## src/rtl/camera_pkg.sv

```systemverilog
// Shared types, geometry defaults and width helpers for the camera capture path.
package camera_pkg;

   typedef enum logic [1:0] {
      WAIT_SYNC,
      IN_SYNC,
      FRAME
   } cam_state_e;

   // Sensor geometry; the fake camera uses the same numbers.
   localparam int DEF_WIDTH  = 1280;
   localparam int DEF_HEIGHT = 800;
   localparam int H_PORCH    = 4;   // href-low cycles between lines
   localparam int V_PORCH    = 6;   // idle cycles between vsync rise and first line

   // Counter width for values 0..n-1, never below one bit.
   function automatic int cnt_w(input int n);
      return (n > 1) ? $clog2(n) : 1;
   endfunction

endpackage

```

## src/rtl/camera_if.sv

```systemverilog
// Tagged pixel stream leaving the capture block.
interface camera_if
   import camera_pkg::*;
#(
   parameter int PCLK_PER_PIXEL = 1,
   parameter int WIDTH          = DEF_WIDTH,
   parameter int HEIGHT         = DEF_HEIGHT
);
   localparam int PW = 8 * PCLK_PER_PIXEL;
   localparam int XW = cnt_w(WIDTH);
   localparam int YW = cnt_w(HEIGHT);

   logic          pixelValid;
   logic [PW-1:0] pixelData;
   logic [XW-1:0] pixelX;
   logic [YW-1:0] pixelY;
   logic          startOfFrame;
   logic          endOfLine;

   modport master (output pixelValid, pixelData, pixelX, pixelY, startOfFrame, endOfLine);
   modport slave  (input  pixelValid, pixelData, pixelX, pixelY, startOfFrame, endOfLine);

endinterface

```

## src/rtl/camera_byte_packer.sv

```systemverilog
// Collects PCLK_PER_PIXEL bytes (MSB byte first) into one registered pixel.
module camera_byte_packer
   import camera_pkg::*;
#(
   parameter int PCLK_PER_PIXEL = 1
) (
   input  logic                        pclk,
   input  logic                        reset,
   input  logic                        clear_i,
   input  logic                        byteVld_i,
   input  logic [7:0]                  byte_i,
   output logic                        last_o,
   output logic                        pixVld_o,
   output logic [8*PCLK_PER_PIXEL-1:0] pixData_o
);
   localparam int PW = 8 * PCLK_PER_PIXEL;
   localparam int BW = cnt_w(PCLK_PER_PIXEL);

   logic [BW-1:0] byteCnt_q, byteCnt_d;
   logic [PW-1:0] shift_q, shift_d;
   logic          pixVld_q;
   logic [PW-1:0] pixData_q;

   // Truncating the concatenation keeps the newest PW bits: older bytes move up.
   assign shift_d   = PW'({shift_q, byte_i});
   assign last_o    = byteVld_i && (byteCnt_q == BW'(PCLK_PER_PIXEL - 1));
   assign byteCnt_d = last_o ? '0 : byteCnt_q + BW'(1);

   // Shift bytes in and register the completed pixel (this is the output stage).
   always_ff @(posedge pclk or posedge reset) begin
      if (reset) begin
         byteCnt_q <= '0;
         shift_q   <= '0;
         pixVld_q  <= 1'b0;
         pixData_q <= '0;
      end else begin
         pixVld_q <= last_o;
         if (clear_i) begin
            byteCnt_q <= '0;
         end else if (byteVld_i) begin
            byteCnt_q <= byteCnt_d;
            shift_q   <= shift_d;
         end
         if (last_o) pixData_q <= shift_d;
      end
   end

   assign pixVld_o  = pixVld_q;
   assign pixData_o = pixData_q;

endmodule

```

## src/rtl/camera_capture.sv

```systemverilog
// Parallel camera receiver: frame lock on vsync, pixel packing, x/y tagging and
// per-frame geometry check.
module camera_capture
   import camera_pkg::*;
#(
   parameter int PCLK_PER_PIXEL = 1,
   parameter int WIDTH          = DEF_WIDTH,
   parameter int HEIGHT         = DEF_HEIGHT
) (
   input  logic            pclk,
   input  logic            reset,
   input  logic            enable,
   input  logic            href,
   input  logic            vsync,
   input  logic [7:0]      camData,
   camera_if.master        pix,
   output logic            frameDone,
   output logic            frameOk,
   output logic            capturing
);
   localparam int PW = 8 * PCLK_PER_PIXEL;
   localparam int XW = cnt_w(WIDTH);
   localparam int YW = cnt_w(HEIGHT);
   localparam int LW = cnt_w(HEIGHT + 1);   // line count must reach HEIGHT
   localparam logic [XW-1:0] XMAX = XW'(WIDTH - 1);

   logic       href_q, vsync_q, hrefPrev_q, vsyncPrev_q;
   logic [7:0] camData_q;
   logic       hrefFall, vsyncFall;

   cam_state_e    state_q, state_d;
   logic          captureEn_q, captureEn_d;
   logic [XW-1:0] x_q, x_d;
   logic [LW-1:0] line_q, line_d;
   logic          lineFull_q, lineFull_d;
   logic          lineErr_q, lineErr_d;
   logic          heightErr_q, heightErr_d;
   logic          frameDone_q, frameDone_d;
   logic          frameOk_q, frameOk_d;
   logic          frameFull, accept, packClear, pixLast, pixVld;
   logic [PW-1:0] pixData;

   logic [XW-1:0] pixelX_q;
   logic [YW-1:0] pixelY_q;
   logic          sof_q, eol_q;

   // Pad stage: downstream logic only sees registered pins and their history.
   always_ff @(posedge pclk or posedge reset) begin
      if (reset) begin
         href_q      <= 1'b0;
         vsync_q     <= 1'b1;
         camData_q   <= '0;
         hrefPrev_q  <= 1'b0;
         vsyncPrev_q <= 1'b1;
      end else begin
         href_q      <= href;
         vsync_q     <= vsync;
         camData_q   <= camData;
         hrefPrev_q  <= href_q;
         vsyncPrev_q <= vsync_q;
      end
   end

   assign hrefFall  = hrefPrev_q && !href_q;
   assign vsyncFall = vsyncPrev_q && !vsync_q;
   assign frameFull = (line_q == LW'(HEIGHT));
   // Bytes past a full line or past the last line never reach the packer.
   assign accept    = (state_q == FRAME) && captureEn_q && href_q && !lineFull_q && !frameFull;

   camera_byte_packer #(.PCLK_PER_PIXEL(PCLK_PER_PIXEL)) u_packer (
      .pclk      (pclk),
      .reset     (reset),
      .clear_i   (packClear),
      .byteVld_i (accept),
      .byte_i    (camData_q),
      .last_o    (pixLast),
      .pixVld_o  (pixVld),
      .pixData_o (pixData)
   );

   // Frame FSM next state, x/y counters and geometry error tracking.
   always_comb begin
      state_d     = state_q;
      captureEn_d = captureEn_q;
      x_d         = x_q;
      line_d      = line_q;
      lineFull_d  = lineFull_q;
      lineErr_d   = lineErr_q;
      heightErr_d = heightErr_q;
      frameDone_d = 1'b0;
      frameOk_d   = frameOk_q;
      packClear   = (state_q != FRAME);
      case (state_q)
         WAIT_SYNC: if (!vsync_q) state_d = IN_SYNC;
         IN_SYNC: begin
            if (vsync_q) begin
               state_d     = FRAME;
               captureEn_d = enable;
               x_d         = '0;
               line_d      = '0;
               lineFull_d  = 1'b0;
               lineErr_d   = 1'b0;
               heightErr_d = 1'b0;
            end
         end
         FRAME: begin
            if (captureEn_q) begin
               if (href_q && frameFull) heightErr_d = 1'b1;
               else if (href_q && lineFull_q) lineErr_d = 1'b1;
               if (pixLast) begin
                  if (x_q == XMAX) begin
                     x_d        = '0;
                     lineFull_d = 1'b1;
                  end else begin
                     x_d = x_q + XW'(1);
                  end
               end
               if (hrefFall) begin
                  packClear  = 1'b1;
                  x_d        = '0;
                  lineFull_d = 1'b0;
                  if (!frameFull) begin
                     line_d = line_q + LW'(1);
                     if (!lineFull_q) lineErr_d = 1'b1;
                  end
               end
            end
            if (vsyncFall) begin
               state_d = IN_SYNC;
               if (captureEn_q) begin
                  frameDone_d = 1'b1;
                  // href still high here means the last line was cut short.
                  frameOk_d   = !lineErr_d && !heightErr_d && !href_q &&
                                (line_d == LW'(HEIGHT));
               end
            end
         end
         default: state_d = WAIT_SYNC;
      endcase
   end

   // Frame state and status registers.
   always_ff @(posedge pclk or posedge reset) begin
      if (reset) begin
         state_q     <= WAIT_SYNC;
         captureEn_q <= 1'b0;
         x_q         <= '0;
         line_q      <= '0;
         lineFull_q  <= 1'b0;
         lineErr_q   <= 1'b0;
         heightErr_q <= 1'b0;
         frameDone_q <= 1'b0;
         frameOk_q   <= 1'b0;
      end else begin
         state_q     <= state_d;
         captureEn_q <= captureEn_d;
         x_q         <= x_d;
         line_q      <= line_d;
         lineFull_q  <= lineFull_d;
         lineErr_q   <= lineErr_d;
         heightErr_q <= heightErr_d;
         frameDone_q <= frameDone_d;
         frameOk_q   <= frameOk_d;
      end
   end

   // Coordinates and markers registered alongside the packed pixel.
   always_ff @(posedge pclk or posedge reset) begin
      if (reset) begin
         pixelX_q <= '0;
         pixelY_q <= '0;
         sof_q    <= 1'b0;
         eol_q    <= 1'b0;
      end else if (pixLast) begin
         pixelX_q <= x_q;
         pixelY_q <= YW'(line_q);
         sof_q    <= (x_q == '0) && (line_q == '0);
         eol_q    <= (x_q == XMAX);
      end else begin
         sof_q <= 1'b0;
         eol_q <= 1'b0;
      end
   end

   assign pix.pixelValid   = pixVld;
   assign pix.pixelData    = pixData;
   assign pix.pixelX       = pixelX_q;
   assign pix.pixelY       = pixelY_q;
   assign pix.startOfFrame = sof_q;
   assign pix.endOfLine    = eol_q;
   assign frameDone        = frameDone_q;
   assign frameOk          = frameOk_q;
   assign capturing        = (state_q == FRAME) && captureEn_q;

endmodule

```

## src/flat_wrapper.sv

```systemverilog
// flat-port wrapper written by rule: the top's interface ports become plain ports
module camera_capture_flat import camera_pkg::*;
#(
   parameter int PCLK_PER_PIXEL = 1,
   parameter int WIDTH          = DEF_WIDTH,
   parameter int HEIGHT         = DEF_HEIGHT
)
  (pclk, reset, enable, href, vsync, camData, frameDone, frameOk, capturing, pix_pixelValid, pix_pixelData, pix_pixelX, pix_pixelY, pix_startOfFrame, pix_endOfLine);
  camera_if #(.PCLK_PER_PIXEL(PCLK_PER_PIXEL), .WIDTH(WIDTH), .HEIGHT(HEIGHT)) pix_i ();
  input  logic pclk;
  input  logic reset;
  input  logic enable;
  input  logic href;
  input  logic vsync;
  input  logic [7:0] camData;
  output logic frameDone;
  output logic frameOk;
  output logic capturing;
  output wire logic [$bits(pix_i.pixelValid)-1:0] pix_pixelValid;
  output wire logic [$bits(pix_i.pixelData)-1:0] pix_pixelData;
  output wire logic [$bits(pix_i.pixelX)-1:0] pix_pixelX;
  output wire logic [$bits(pix_i.pixelY)-1:0] pix_pixelY;
  output wire logic [$bits(pix_i.startOfFrame)-1:0] pix_startOfFrame;
  output wire logic [$bits(pix_i.endOfLine)-1:0] pix_endOfLine;
  assign pix_pixelValid = pix_i.pixelValid;
  assign pix_pixelData = pix_i.pixelData;
  assign pix_pixelX = pix_i.pixelX;
  assign pix_pixelY = pix_i.pixelY;
  assign pix_startOfFrame = pix_i.startOfFrame;
  assign pix_endOfLine = pix_i.endOfLine;
  camera_capture #(.PCLK_PER_PIXEL(PCLK_PER_PIXEL), .WIDTH(WIDTH), .HEIGHT(HEIGHT)) u_core (.pclk(pclk), .reset(reset), .enable(enable), .href(href), .vsync(vsync), .camData(camData), .pix(pix_i), .frameDone(frameDone), .frameOk(frameOk), .capturing(capturing));
endmodule
```

## config.mk

```make
export PLATFORM = sky130hd
export DESIGN_NAME = camera_capture_flat
export DESIGN_NICKNAME = d
export VERILOG_FILES = /design/src/rtl/camera_pkg.sv /design/src/rtl/camera_if.sv /design/src/rtl/camera_byte_packer.sv /design/src/rtl/camera_capture.sv /design/src/flat_wrapper.sv
export SDC_FILE = /design/constraint.sdc
export NUM_CORES = 1
export LEC_CHECK = 0
export BUFFER_PORTS_ARGS = -buffer_cell sky130_fd_sc_hd__buf_2
export CORE_MARGIN = 10
export CORE_UTILIZATION = 30
export CTS_CLUSTER_SIZE = 30
export DETAILED_ROUTE_END_ITERATION = 8
export GPL_TIMING_DRIVEN = 0
export REMOVE_ABC_BUFFERS = 1
export SLEW_MARGIN = 30
export SYNTH_ARGS = -nofsm -noshare
export SYNTH_HDL_FRONTEND = slang
export SYNTH_SLANG_ARGS = --single-unit
export TNS_END_PERCENT = 30
```

## constraint.sdc

```tcl
create_clock -name pclk -period 4.79 [get_ports pclk]
set_input_delay 0.958 -clock pclk [delete_from_list [all_inputs] [get_ports pclk]]
set_output_delay 0.958 -clock pclk [all_outputs]
set_load 0.005 [all_outputs]
```

# Yosys cells after proc, flatten, opt, wreduce, memory -nomap -nowiden
# Cells that the tools add are included.
# totals
output_inout_bits	35
word_cells	112
regBits	74
# classes
add_sub_neg	3
n_reduce_logical	30
eq_ne	12
muxes	45
n_bitwise	1
# op_table
op	n
two-way mux 11 bit	5
two-way mux 10 bit	5
two-way mux 1 bit	26
case mux 11 bit (2 select lines)	1
equality test 10 bit, second input constant	2
case mux 10 bit (2 select lines)	1
logical AND 1 bit	13
adder 11 x 1 -> 11 bit, second input constant	1
equality test 11 bit, second input constant	1
zero test 11 bit	1
adder 10 x 1 -> 10 bit, second input constant	1
zero test 10 bit	1
zero test 1 bit	6
two-way mux 2 bit	3
!= test 2 x 1 -> 1 bit, second input constant	3
!= test 3 x 2 -> 1 bit, second input constant	2
case mux 1 bit (2 select lines)	3
case mux 2 bit (3 select lines)	1
AND reduction 3 bit	2
AND reduction 5 bit	1
!= test 2 bit, second input constant	2
AND reduction 2 bit	2
AND reduction 4 bit	1
nonzero test 2 bit	2
other kinds (5)	5

# Longest topological paths before layout
# depth
ltp_word	12
mapped_depth	11
ltp_nobuf	8

# Modules after synthesis
# From an unflattened synthesis, not the netlist that was laid out.
# unflattened
hier_cells	319
hier_area_um2	3570.9
# modules_own_cells
module	instances	cells_each	area_each_um2
camera_capture	1	297	3155.5
camera_byte_packer	1	22	415.4

# Least setup slack after synthesis
# Ideal clock, no wire load.
# synth_path
kind	register to register
startpoint	register u_core.line_q[1]
endpoint	register u_core.x_q[7]
period_less_slack_ns	2.215
arrival_ns	2.111
stages_incl_launch_ff	10
setup_time_ns	0.104
required_time_ns	4.686
path_buffers	2
setup_slack_ns	2.575
cell_sequence	dfrtp_1 > clkbuf_1 > inv_1 > ha_1 > nor4b_2 > nand3_1 > nand2_1 > or4_1 > buf_2 > o41ai_4
# synth_between
elab_chain_len	6
# synth_rtl
item	line_no	source
from (decl)	camera_capture.sv:34	logic [LW-1:0] line_q, line_d;
from (signal assigned)	camera_capture.sv:158	line_q <= line_d;
equality test 10 bit	camera_capture.sv:66	assign frameFull = (line_q == LW'(HEIGHT));
zero test 1 bit	camera_capture.sv:68	assign accept = (state_q == FRAME) && captureEn_q && href_q && !lineFull_q && !frameFull;
logical AND 1 bit	camera_capture.sv:68	
logical AND 1 bit	camera_byte_packer.sv:26	assign last_o = byteVld_i && (byteCnt_q == BW'(PCLK_PER_PIXEL - 1));
!= test 3 x 2 -> 1 bit (no source line)	n/a	
AND reduction 4 bit (no source line)	n/a	
to (signal assigned)	camera_capture.sv:147	x_q <= '0;
to (signal assigned)	camera_capture.sv:157	x_q <= x_d;
to (decl)	camera_capture.sv:33	logic [XW-1:0] x_q, x_d;
# No other way between the ends.
# A chain may end at the register's enable or synchronous reset.

# Worst setup path after layout
# layout_path
startpoint	register u_core.state_q[0]
endpoint	register u_core.x_q[7]
# layout_between
elab_chain_len	8
word_cells_on_any_way	13
# layout_rtl
item	line_no	source
from (decl)	camera_capture.sv:31	cam_state_e state_q, state_d;
from (signal assigned)	camera_capture.sv:155	state_q <= state_d;
equality test 2 bit	camera_capture.sv:68, camera_capture.sv:93	
logical AND 1 bit (4 in series)	camera_capture.sv:68	
logical AND 1 bit	camera_byte_packer.sv:26	
!= test 3 x 2 -> 1 bit (no source line)	n/a	
AND reduction 4 bit (no source line)	n/a	
# Several ways; a longest one is shown, not always the timed one.

==> key figures <==
Run status
  – Status: complete, no violations

Place
  – Placed cell areas: 0.00387 mm^2
  – Port buffer count: 47
  – Final GP Congestion: 0.876
  – DP HPWL: 5.86 mm

CTS
  – Clock slew at reported path FFs: 60 ps
  – Clk buf depth: 2
  – Clk root buf: clkbuf_16
  – CTS Sinks: 74
  – Number of gates resized after cts: 0
  – H-tree Lvls: 3
  – CTS Hold Bufs: 0
  – Worst-Skew Late Latency: 340 ps
  – CTS tree: built
  – Setup Buffers After CTS: 0
  – CTS Buf Count: 9

Cells and area
  – Seq. cell area: 0.00185 mm^2
  – Final Net Count: 433
  – Layout cells sized above 1: 19.0%
  – P&R area growth vs syn: 18.9%
  – Design area: 0.00418 mm^2
  – ANT cells: 0
  – Core Util, Final: 36.5%
  – # fillers: 1,184
  – Area of the multi-input gates: 0.00153 mm^2

Setup path
  – Worst path cell trace: inv_1 -> ha_1 -> nand2_2 -> nor3_2 -> nand2_2 -> or4_1 -> o41ai_4
  – Crit path capture type: register
  – Critical Path Slowest Stage Cell: or4_1
  – Worst-path fanout max: 38
  – Critical path type: reg -> reg
  – Critical Path AT: 3710 ps
  – Top cell by count, worst path: nand2_2
  – CP delay by family, top: simple AND/OR/NAND/NOR gates
  – Buf/Inv on CP: 1
  – Critical path startpoint category: register
  – Worst Path Required: 5020 ps
  – Max stage delay on crit path: 860 ps

Route
  – Vias: 2,809
  – Avg WL per Cell: 15.3 um
  – Drt initial violations: 228
  – Routed vias/inst: 5.03
  – Initial DRT Pass Iterations: 4
  – Post-Route WL: 8.53 mm
  – Routed Antenna Nets: 0
  – Residual DRC: 0

Timing
  – Crit share post-route: 72.5%
  – Final Skew: 4.02 ps
  – Fin. Hold Viols: 0
  – Max Clk Rate: 288 MHz
  – Slew Limit Fails: 0
  – TNS Setup: 0 ps
  – Headroom to the max-slew limit: 39.4%
  – Worst Tran Pin Value: 905 ps
  – Final setup violation count: 0
  – Min cycle time layout: 3470 ps
  – RSZ-0062 raised after global routing: false

Synthesis
  – Fraction of registers with async set/reset: 100%
  – Top cells by area, synth: dfrtp_1, nand2_1, o21ai_0
  – Synth Cell Area: 0.00352 mm^2
  – Cell taking the most area after synthesis: dfrtp_1
  – Yosys warns: 0
  – Post-synth top cells: nand2_1, dfrtp_1, nor2_1, o21ai_0, inv_1
  – Syn Area/Cell: 9.45 um^2
  – Seq/Total Area, Yosys: 52.7%
  – Post-synth top area share: 51.2%
  – Top_reg_cell synth: dfrtp_1
  – Post-synthesis register bit count: 74
  – Post-synthesis cell count: 372
  – Count of cell types in the netlist: 54
  – Most frequent cell after synthesis: nand2_1
  – Post-synth EDFFs: 0

Floorplan
  – Number of I/O pins: 48
  – Cell row count: 39
  – Full die area: 0.0164 mm^2
  – Die width: 128 um
  – Die H: 128 um
  – Initial core utilization: 30.7%
  – Core Area: 0.0115 mm^2

Power and ir drop
  – Static leakage: 0.00212 uW
  – Total power: 1790 uW
  – Maximum VDD drop: 275 uV
  – Power per cell area: 429 mW/mm^2

Global route
  – Initial antenna violation count: 0
  – Total global routing overflow: 0
  – Number of global-route vias before repair: 2,807
  – Wire length of the first global-routing pass: 14.2 mm
  – Gr usage total: 10.7%
  – Largest net degree at the start of global routing: 47

Job
  – Total of max-cap violations: 0

Worst hold path
  – HP Class: reg -> reg
==> metal layers <==
| metal | up-vias | routed length, um | GRT usage (%) |
|---|---|---|---|
| met5 | - | 0 | 0 |
| met1 | 1344 | 3900 | 13.3 |
| met3 | 9 | 704 | 5.13 |
| met4 | 0 | 98 | 3.25 |
| met2 | 76 | 3830 | 15.9 |
| li1 | 1380 | - | - |
==> cells by family after synthesis <==
family	count (synthesis)	share of synthesized area, %
DFF	74	52.7
and+or+nand+nor	180	24.1
adders and majority gates	8	2.85
muxes	5	1.53
buffers and inverters	34	3.91
AOI/OAI and AO/OA	71	14.9
==> power breakdown <==
group | internal [uW] | switching (uW) | leakage (uW)
Clock | 453 | 258 | 0.000153
Combinational | 133 | 233 | 0.000981
Sequential | 677 | 38.1 | 0.000989
==> worst paths after layout <==
kind | from | endpoint | slack (ps) | cells past startpoint
min in group asynchronous | reset | u_core.u_packer.pixData_o[7] | 700 | 2
min | u_core.vsync_q | u_core.vsyncPrev_q | 400 | 0
max | u_core.state_q[0] | u_core.x_q[7] | 1320 | 7
max in group asynchronous | reset | u_core.pix.pixelX[5] | 3530 | 3
max reg2reg | u_core.state_q[0] | u_core.x_q[7] | 1320 | 7
min reg2reg | u_core.vsync_q | u_core.vsyncPrev_q | 400 | 0
==> metrics by stage <==
stage | hold slack (ps) | std cells | setup WS [ps]
2_1_floorplan | 375 | 353 | 1770
3_3_place_gp | 386 | 543 | 891
3_5_place_dp | 391 | 544 | 1260
4_1_cts | 399 | 559 | 1240
5_1_grt | 410 | 559 | 1010
6_report | 397 | 559 | 1320
==> placed cells by master (no fill, tap or decap), types with 8 or more instances in the layout <==
cell type   n
nand2_1    97
dfrtp_1    72
buf_2      47
nor2_1     22
o21ai_0    21
inv_1      13
nand3_1    12
o31ai_1    12
clkbuf_16   9
ha_1        8
==> flip-flops by register name (all words and copies together) (netlist names), 2 cells and up <==
register,cells
u_core.pix.pixelY,10
u_core.pix.pixelX,11
u_core.line_q,10
u_core.state_q,2
u_core.u_packer.pixData_o,8
u_core.x_q,11
u_core.camData_q,8
==> area by class of cell <==
| type | count | area share [%] |
|---|---|---|
| clock buffer | 10 | 5.48 |
| clock inverter | 5 | 1.89 |
| inverter | 15 | 1.41 |
| multi-input combinational | 264 | 36.5 |
| sequential | 74 | 44.3 |
| tap | 143 | 4.28 |
| timing repair buffer | 48 | 6.10 |
(Power assumes the default switching activity.)
